### config.mk
export PLATFORM = sky130hd
export DESIGN_NAME = bin_to_bcd_seq
export DESIGN_NICKNAME = d
export VERILOG_FILES = /design/src/rtl/bin_to_bcd_seq.sv
export SDC_FILE = /design/constraint.sdc
export NUM_CORES = 1
export LEC_CHECK = 0
export CAP_MARGIN = 5
export CELL_PAD_IN_SITES_DETAIL_PLACEMENT = 0
export CELL_PAD_IN_SITES_GLOBAL_PLACEMENT = 1
export CORE_UTILIZATION = 35
export CTS_BUF_LIST = sky130_fd_sc_hd__clkbuf_8
export DETAILED_ROUTE_END_ITERATION = 8
export GPL_TIMING_DRIVEN = 0
export PLACE_DENSITY = 0.76
export SLEW_MARGIN = 15
export SYNTH_ARGS = -nofsm -noshare
export SYNTH_HDL_FRONTEND = slang
export SYNTH_SLANG_ARGS = --single-unit
### constraint.sdc
create_clock -name clk -period 2.1 [get_ports clk]
set_clock_uncertainty 0.1 [all_clocks]
set_input_delay 0.315 -clock clk [delete_from_list [all_inputs] [get_ports clk]]
set_output_delay 0.315 -clock clk [all_outputs]
set_load 0.05 [all_outputs]
### src/rtl/bin_to_bcd_seq.sv
// Sequential binary to packed-BCD converter (shift-and-add-3). One conversion per
// accepted start; values above 10^D-1 saturate to all nines and raise ovf.
module bin_to_bcd_seq #(
    parameter int unsigned K = 16,
    parameter int unsigned W = 14
) (
    input  logic         clk,
    input  logic         rst_n,
    input  logic         start,
    input  logic [W-1:0] bin,
    output logic         busy,
    output logic [K-1:0] bcd,
    output logic         valid,
    output logic         ovf
);

    localparam int unsigned D  = K / 4;
    localparam int unsigned CW = (W > 1) ? $clog2(W) : 1;

    function automatic logic [63:0] calc_maxv(input int unsigned digits);
        logic [63:0] v;
        v = 64'd1;
        for (int i = 0; i < int'(digits); i++) begin
            v = v * 64'd10;
        end
        return v - 64'd1;
    endfunction

    localparam logic [63:0]  MAXV  = calc_maxv(D);
    localparam logic [K-1:0] NINES = {D{4'h9}};

    typedef enum logic [1:0] {
        S_IDLE,
        S_SHIFT,
        S_DONE
    } state_t;

    state_t         state_q, state_d;
    logic [W-1:0]   bin_q, bin_d;
    logic [K-1:0]   work_q, work_d;
    logic [CW-1:0]  cnt_q, cnt_d;
    logic           ovf_pend_q, ovf_pend_d;
    logic           busy_q, busy_d;
    logic           valid_q, valid_d;
    logic           ovf_q, ovf_d;
    logic [K-1:0]   bcd_q, bcd_d;

    logic [K-1:0]   work_adj;
    logic [K-1:0]   work_sh;
    logic [W-1:0]   bin_sh;

    // Digit correction: any work digit >= 5 gets +3 before the shift.
    always_comb begin
        work_adj = work_q;
        for (int i = 0; i < int'(D); i++) begin
            if (work_q[4*i +: 4] >= 4'd5) begin
                work_adj[4*i +: 4] = work_q[4*i +: 4] + 4'd3;
            end
        end
    end

    assign work_sh = {work_adj[K-2:0], bin_q[W-1]};
    assign bin_sh  = {bin_q[W-2:0], 1'b0};

    always_comb begin
        state_d    = state_q;
        bin_d      = bin_q;
        work_d     = work_q;
        cnt_d      = cnt_q;
        ovf_pend_d = ovf_pend_q;
        busy_d     = busy_q;
        valid_d    = 1'b0;
        ovf_d      = ovf_q;
        bcd_d      = bcd_q;

        case (state_q)
            S_IDLE, S_DONE: begin
                if (start) begin
                    bin_d      = bin;
                    work_d     = '0;
                    cnt_d      = CW'(W - 1);
                    ovf_pend_d = (64'(bin) > MAXV);
                    busy_d     = 1'b1;
                    state_d    = S_SHIFT;
                end else begin
                    state_d    = S_IDLE;
                end
            end
            S_SHIFT: begin
                work_d = work_sh;
                bin_d  = bin_sh;
                if (cnt_q == '0) begin
                    // Result is published on the same edge as the last shift.
                    state_d = S_DONE;
                    busy_d  = 1'b0;
                    valid_d = 1'b1;
                    ovf_d   = ovf_pend_q;
                    bcd_d   = ovf_pend_q ? NINES : work_sh;
                end else begin
                    cnt_d = cnt_q - CW'(1);
                end
            end
            default: begin
                state_d = S_IDLE;
            end
        endcase
    end

    always_ff @(posedge clk or negedge rst_n) begin
        if (!rst_n) begin
            state_q    <= S_IDLE;
            bin_q      <= '0;
            work_q     <= '0;
            cnt_q      <= '0;
            ovf_pend_q <= 1'b0;
            busy_q     <= 1'b0;
            valid_q    <= 1'b0;
            ovf_q      <= 1'b0;
            bcd_q      <= '0;
        end else begin
            state_q    <= state_d;
            bin_q      <= bin_d;
            work_q     <= work_d;
            cnt_q      <= cnt_d;
            ovf_pend_q <= ovf_pend_d;
            busy_q     <= busy_d;
            valid_q    <= valid_d;
            ovf_q      <= ovf_d;
            bcd_q      <= bcd_d;
        end
    end

    assign busy  = busy_q;
    assign valid = valid_q;
    assign ovf   = ovf_q;
    assign bcd   = bcd_q;

endmodule
==> impl_metrics.ini, run 1 <==
[cts]
clk_latency_ns = 0.30
cts.sinks = 56
clockBufferDepth = 2
cts.htree.levels = 2
cts_buffers = 5
cts_setup_buffers = 0
root_buffer = clkbuf_8
cts_tree = built
path_clk_slew_ns = 0.10

[drt]
dr_wl_met2_mm = 2.657
top_layer = met4
drc = 0
ant_nets = 0
wirelength_mm = 5.578
wl_met1_mm = 2.605
drt_iter0_drc = 128
via_count = 2071
wl_per_cell_um = 13.81
dr.pass1.iters = 5
wl_met3_um = 237
routed_via_density = 5.126

[power_and_ir_drop]
power_frac_seq_pct = 36.9
clkPwrFrac_pct = 14.6
p_sw_share_pct = 42.46
p_int_mw = 2.996
ir_worst_vdd_mv = 0.3875
p_per_area_nw_per_um2 = 1622
p_comb_share_pct = 48.5
p_leak_nw = 1.442
totalPowerFinal_mw = 5.208
switching_power_mw = 2.211

[floorplanning]
fp.dieH_um = 88.13
initial_utilization_pct = 35.99
die_area_um2 = 7766
core_region_area_um2 = 7214
rows = 31
dieWidth_um = 88.13
top_level_ports = 36

[global_routing]
grt_max_degree = 57
grt-ovfl-total = 0
grt_pass1_vias = 2068
grt_pass1_wl_mm = 9.611
antenna_found_initial = 0
gr-usage-all-layers_pct = 15.96

[timing]
worst_slew_pin_slew_ns = 0.7092
fin_ws_ns = 0.1659
hold_violations = 0
period_share_pct = 92.10
report.final.slew_viol_count = 0
fin_crit_ns = 1.934
report.final.setup_viol = 0
max_freq_mhz = 517.0
relSlewSlack_pct = 52.72
rsz0062_at_grt = no

[critical_path]
crit_type = reg2reg
cp_slowest_cell = a2111oi_0
cp.required_ns = 2.19
arrival_ns = 2.02
crit_fanout = 9
crit_buf_inv = 1
path_cells = inv_1 > ha_1 > nor3b_2 > nand2_2 > a2111oi_0 > nor2_1
cp-start-kind = flop
endpoint_kind = flop
max_stage_delay_ns = 0.52
critPathTopFamily = simple AND/OR/NAND/NOR gates

[synth]
syn_inst = 261
yosysWarnings = 0
ys_seq_area_share_pct = 53.98
synth_edf_count = 0
syn_nets = 287
synth_area_per_cell_um2 = 9.947
syn_area_um2 = 2596
async_flop_share_pct = 100.0
synth.distinct_cells = 29
ys_seq_elements = 56
ys.flop_type = dfrtp_1

[run]
cap_violations = 0

[finish]
area_growth_pct = 23.66
utilization_pct = 44.50
layout.nets = 330
drive_above_1_share_pct = 7.541
n_antenna_cell = 0

[place]
port-buffer-count = 35
gp_congestion = 0.7536
dp_slack_ns = 0.1008
dp.final_hpwl_mm = 3.869

[worst_hold_path]
hold_path.class = reg2reg

[status]
status = completed
## cell type report
type                    instances  area [um^2]
flip-flops and latches         56         1401
multi-input cells             180         1087
inverters                      12        45.04
clock inverters                 1        30.03
repair buffers                 36        357.8
fillers                       721         4004
clock buffers                   7        96.34
plain buffers                  13        68.82
well taps                      99        123.9
## synthesized netlist by cell type (2+ instances only)
| library cell | n | area share, % |
|---|---|---|
| nor3_1 | 5 | 0.96 |
| clkbuf_1 | 3 | 0.43 |
| xnor2_1 | 5 | 1.7 |
| buf_2 | 7 | 1.3 |
| mux2i_1 | 5 | 1.9 |
| a2111oi_0 | 4 | 1.3 |
| nor2_1 | 26 | 3.8 |
| nand2_1 | 44 | 6.4 |
| nand3_1 | 5 | 0.96 |
| dfrtp_1 | 56 | 54 |
| o21ai_0 | 12 | 2.3 |
| nor3b_1 | 7 | 2.0 |
| a31oi_1 | 14 | 3.4 |
| a21oi_1 | 10 | 1.9 |
| inv_1 | 11 | 1.6 |
| nand2b_1 | 6 | 1.4 |
| ha_1 | 9 | 4.3 |
| a211oi_1 | 2 | 0.58 |
| a22o_1 | 18 | 6.1 |
| buf_4 | 3 | 0.87 |
## through the flow
step	cell area, um^2	hold WS (ns)	TNS [ns]	instances
floorplan	2596	-0.08059	0	261
CTS	3204	0.3899	0	404
global placement	3070	0.3622	-65.31	395
global route	3211	0.4186	0	404
detailed placement	3068	0.3180	0	395
finish	3211	0.3831	0	404
## registers in the layout, indices dropped and copies added, names as in the netlist
name        cells
bcd            16
bin_q          14
busy            1
cnt_q           4
ovf             1
ovf_pend_q      1
state_q         2
valid           1
work_q         16
## power groups by stage
| stage | logic, mW | registers, mW | clock network (mW) |
|---|---|---|---|
| 2_1_floorplan | 1.37 | 2.37 | 0 |
| 3_3_place_gp | 2.48 | 1.93 | 0 |
| 3_5_place_dp | 2.54 | 1.94 | 0 |
| 4_1_cts | 2.55 | 1.92 | 0.788 |
| 5_1_grt | 2.80 | 1.99 | 0.826 |
| 6_report | 2.53 | 1.92 | 0.761 |
## cells in the final DEF (no fill, tap or decap), types with 2 or more instances in the layout
cell,netlist,layout
dfrtp_1,56,56
nand2_1,44,44
clkdlybuf4s50_1,0,34
nor2_1,26,26
a22o_1,18,18
a31oi_1,14,14
o21ai_0,12,12
inv_1,11,11
a21oi_1,10,10
ha_1,9,9
buf_2,7,7
nor3b_1,7,7
clkbuf_8,0,7
nand2b_1,6,6
xnor2_1,5,5
mux2i_1,5,5
nor3_1,5,5
nand3_1,5,5
buf_4,3,4
clkbuf_1,3,3
a2111oi_0,4,3
a211oi_1,2,2
## routing by layer
metal,vias to the layer above,GRT usage (%)
met5,-,0
met4,0,4.252
met3,7,2.828
met2,53,26.71
met1,1021,21.36
li1,990,-
## worst min-delay path: stages (launching register included)
cell and delay (ns):
dfrtp_1 0.35, nand2_1 0.05, nand2_1 0.05
## cell families (layout without fill, tap and decap cells)
family / Yosys count / count (layout) / share of synthesized area [%]
xor gates and xnor gates: 5 / 5 / 1.687
muxes: 5 / 5 / 1.928
AOI/OAI and AO/OA: 62 / 62 / 16.24
adders and majority gates: 9 / 9 / 4.337
and+or+nand+nor: 99 / 99 / 17.45
DFF: 56 / 56 / 53.98
buffers and inverters: 25 / 69 / 4.385
## final timing paths
kind / startpoint / endpoint / slack [ns] / cells past startpoint
max: cnt_q[0]$_DFFE_PN0P_ / bcd[3]$_DFFE_PN0P_ / 0.17 / 6
min: ovf$_DFFE_PN0P_ / ovf$_DFFE_PN0P_ / 0.38 / 2
max in group asynchronous: rst_n / work_q[11]$_DFFE_PN0P_ / 0.92 / 2
max reg2reg: cnt_q[0]$_DFFE_PN0P_ / bcd[3]$_DFFE_PN0P_ / 0.17 / 6
min reg2reg: ovf$_DFFE_PN0P_ / ovf$_DFFE_PN0P_ / 0.38 / 2
min in group asynchronous: rst_n / bcd[14]$_DFFE_PN0P_ / 0.49 / 2
## repair_timing
action / 4_1_cts / 5_1_grt
endpoints found under the setup margin: 0 / 1
hold buffers: 1 / 0
hold endpoints to repair: 56 / 0
gates resized for setup: 0 / 2
Power figures use the tool's default switching activity.
==> run 2, diff against run 1 <==
- CORE_UTILIZATION: 35 -> 44
- CTS_CLUSTER_SIZE: unset -> 16
- PLACE_DENSITY: 0.76 -> 0.9
- clock period: 2.1 -> 2 ns (I/O delays scaled with it)
==> run 2 against run 1 <==
- first-iteration DRC count down 20%
- final area shrank 2.1%
- cell count fell by 6.9%
- critical endpoint is now bcd[2]
- die area fell by 20%
- critical path depth decreased by 5
- hold slack hardly changed
- flip-flop and latch count unchanged
- largest cell class unchanged
- total power increased by 2.5%
==> impl_metrics.ini, run 2 (synthesis gave the netlist of run 1 again) <==
[timing]
max_freq_mhz = 519.9
hold_violations = 0
report.final.slew_viol_count = 0
worst_slew_pin_slew_ns = 0.7080
fin_crit_ns = 1.923
rsz0062_at_grt = no
period_share_pct = 96.17
report.final.setup_viol = 0
relSlewSlack_pct = 52.80

[critical_path]
reg2reg_slack_ns = 0.13
endpoint_kind = output port
path_cells = clkdlybuf4s50_1
crit_type = reg2out
max_stage_delay_ns = 0.82
arrival_ns = 1.52
regToRegEndpoint = bcd[7]$_DFFE_PN0P_
r2r_cells = 6
cp_slowest_cell = clkdlybuf4s50_1
crit_fanout = 2
cp-start-kind = flop
critPathTopFamily = buffers and inverters
crit_buf_inv = 1
cp.required_ns = 1.60
r2r_start = cnt_q[0]$_DFFE_PN0P_

[drt]
drt_iter0_drc = 103
routed_via_density = 5.412
dr.pass1.iters = 4
wl_per_cell_um = 14.65
wirelength_mm = 5.509
ant_nets = 0
drc = 0
via_count = 2035

[cts]
clockBufferDepth = 2
path_clk_slew_ns = 0.09
cts_setup_buffers = 0
cts.htree.levels = 2
cts_buffers = 5
cts_tree = built
clk_latency_ns = 0.32
cts.sinks = 56
root_buffer = clkbuf_8

[finish]
layout_commonest_cell = dfrtp_1
final_cell_mix = dfrtp_1 (56), nand2_1 (44), clkdlybuf4s50_1 (34)
drive_above_1_share_pct = 6.908
instances_no_fill = 376
layout.nets = 330
n_antenna_cell = 0
area_growth_pct = 21.06

[global_routing]
antenna_found_initial = 0
grt_pass1_vias = 2030
gr-usage-all-layers_pct = 20.20
grt_pass1_wl_mm = 9.646
grt-ovfl-total = 0
grt_max_degree = 57

[place]
placed_cells = 368
dp.final_hpwl_mm = 3.808
gp_congestion = 0.7925
port-buffer-count = 35

[floorplanning]
die_area_um2 = 6212
top_level_ports = 36
core_region_area_um2 = 5608
fp.dieH_um = 78.82
initial_utilization_pct = 46.30
rows = 27
dieWidth_um = 78.82

[worst_hold_path]
hold_path.startpoint = bcd[0]$_DFFE_PN0P_
hold_path.class = reg2reg
holdPathEnd = bcd[0]$_DFFE_PN0P_
whs_path_depth = 2

[power_and_ir_drop]
p_leak_nw = 1.427
p_per_area_nw_per_um2 = 1699
ir_worst_vdd_mv = 0.6726
totalPowerFinal_mw = 5.339

[run]
cap_violations = 0

[status]
status = completed
run 2: cell count changes in the layout (fill, tap and decap cells not counted):
cell / change
a2111oi_1: +2
a2111oi_2: -1
bufinv_16: -1
a2111oi_0: -1
run 2: how the worst max path moves through the flow:
stage,start,to,cells past startpoint
2_1_floorplan,cnt_q[0]$_DFFE_PN0P_,bcd[11]$_DFFE_PN0P_,6
3_3_place_gp,rst_n,work_q[1]$_DFFE_PN0P_,1
3_5_place_dp,start,work_q[15]$_DFFE_PN0P_,7
4_1_cts,bcd[2]$_DFFE_PN0P_,bcd[2],1
5_1_grt,cnt_q[0]$_DFFE_PN0P_,bcd[15]$_DFFE_PN0P_,7
6_report,bcd[2]$_DFFE_PN0P_,bcd[2],1
run 2: what timing repair did:
action,CTS,global route
hold buffers,1,0
endpoints found under the setup margin,0,2
endpoints found under the hold margin,56,0
resized for setup,0,2
run 2: per-stage QoR:
step                area, um^2  setup WS, ns  util (%)  hold slack (ns)  TNS (ns)
global route              3143       0.01028     56.05           0.4032         0
CTS                       3141       0.06700     56.00           0.3819         0
finish                    3143       0.07666     56.05           0.3827         0
floorplan                 2596        0.4307         -         -0.09559         0
detailed placement        3034       0.06675     54.11           0.3018         0
global placement          3037        -1.178     54.15           0.3582    -65.80
run 2: power breakdown:
group          internal, mW  switching (mW)  leakage (nW)
registers              1.63           0.390         0.684
clock network         0.309           0.357        0.0503
logic                  1.08            1.58         0.692
total                  3.01            2.32          1.43
run 2: layout make-up:
cell class | instances | area, um^2
multi-input cells | 180 | 1084
clock buffers | 7 | 96.34
well taps | 72 | 90.09
repair buffers | 36 | 357.8
plain buffers | 13 | 68.82
flip-flops and latches | 56 | 1401
fillers | 525 | 2465
inverters | 12 | 45.04
run 2: metal layers:
metal,global-route usage [%],vias up,routed length (um)
li1,-,991,-
met1,26.41,986,2604
met2,33.91,52,2613
met3,4.828,6,236
met4,4.909,0,55
met5,0,-,0
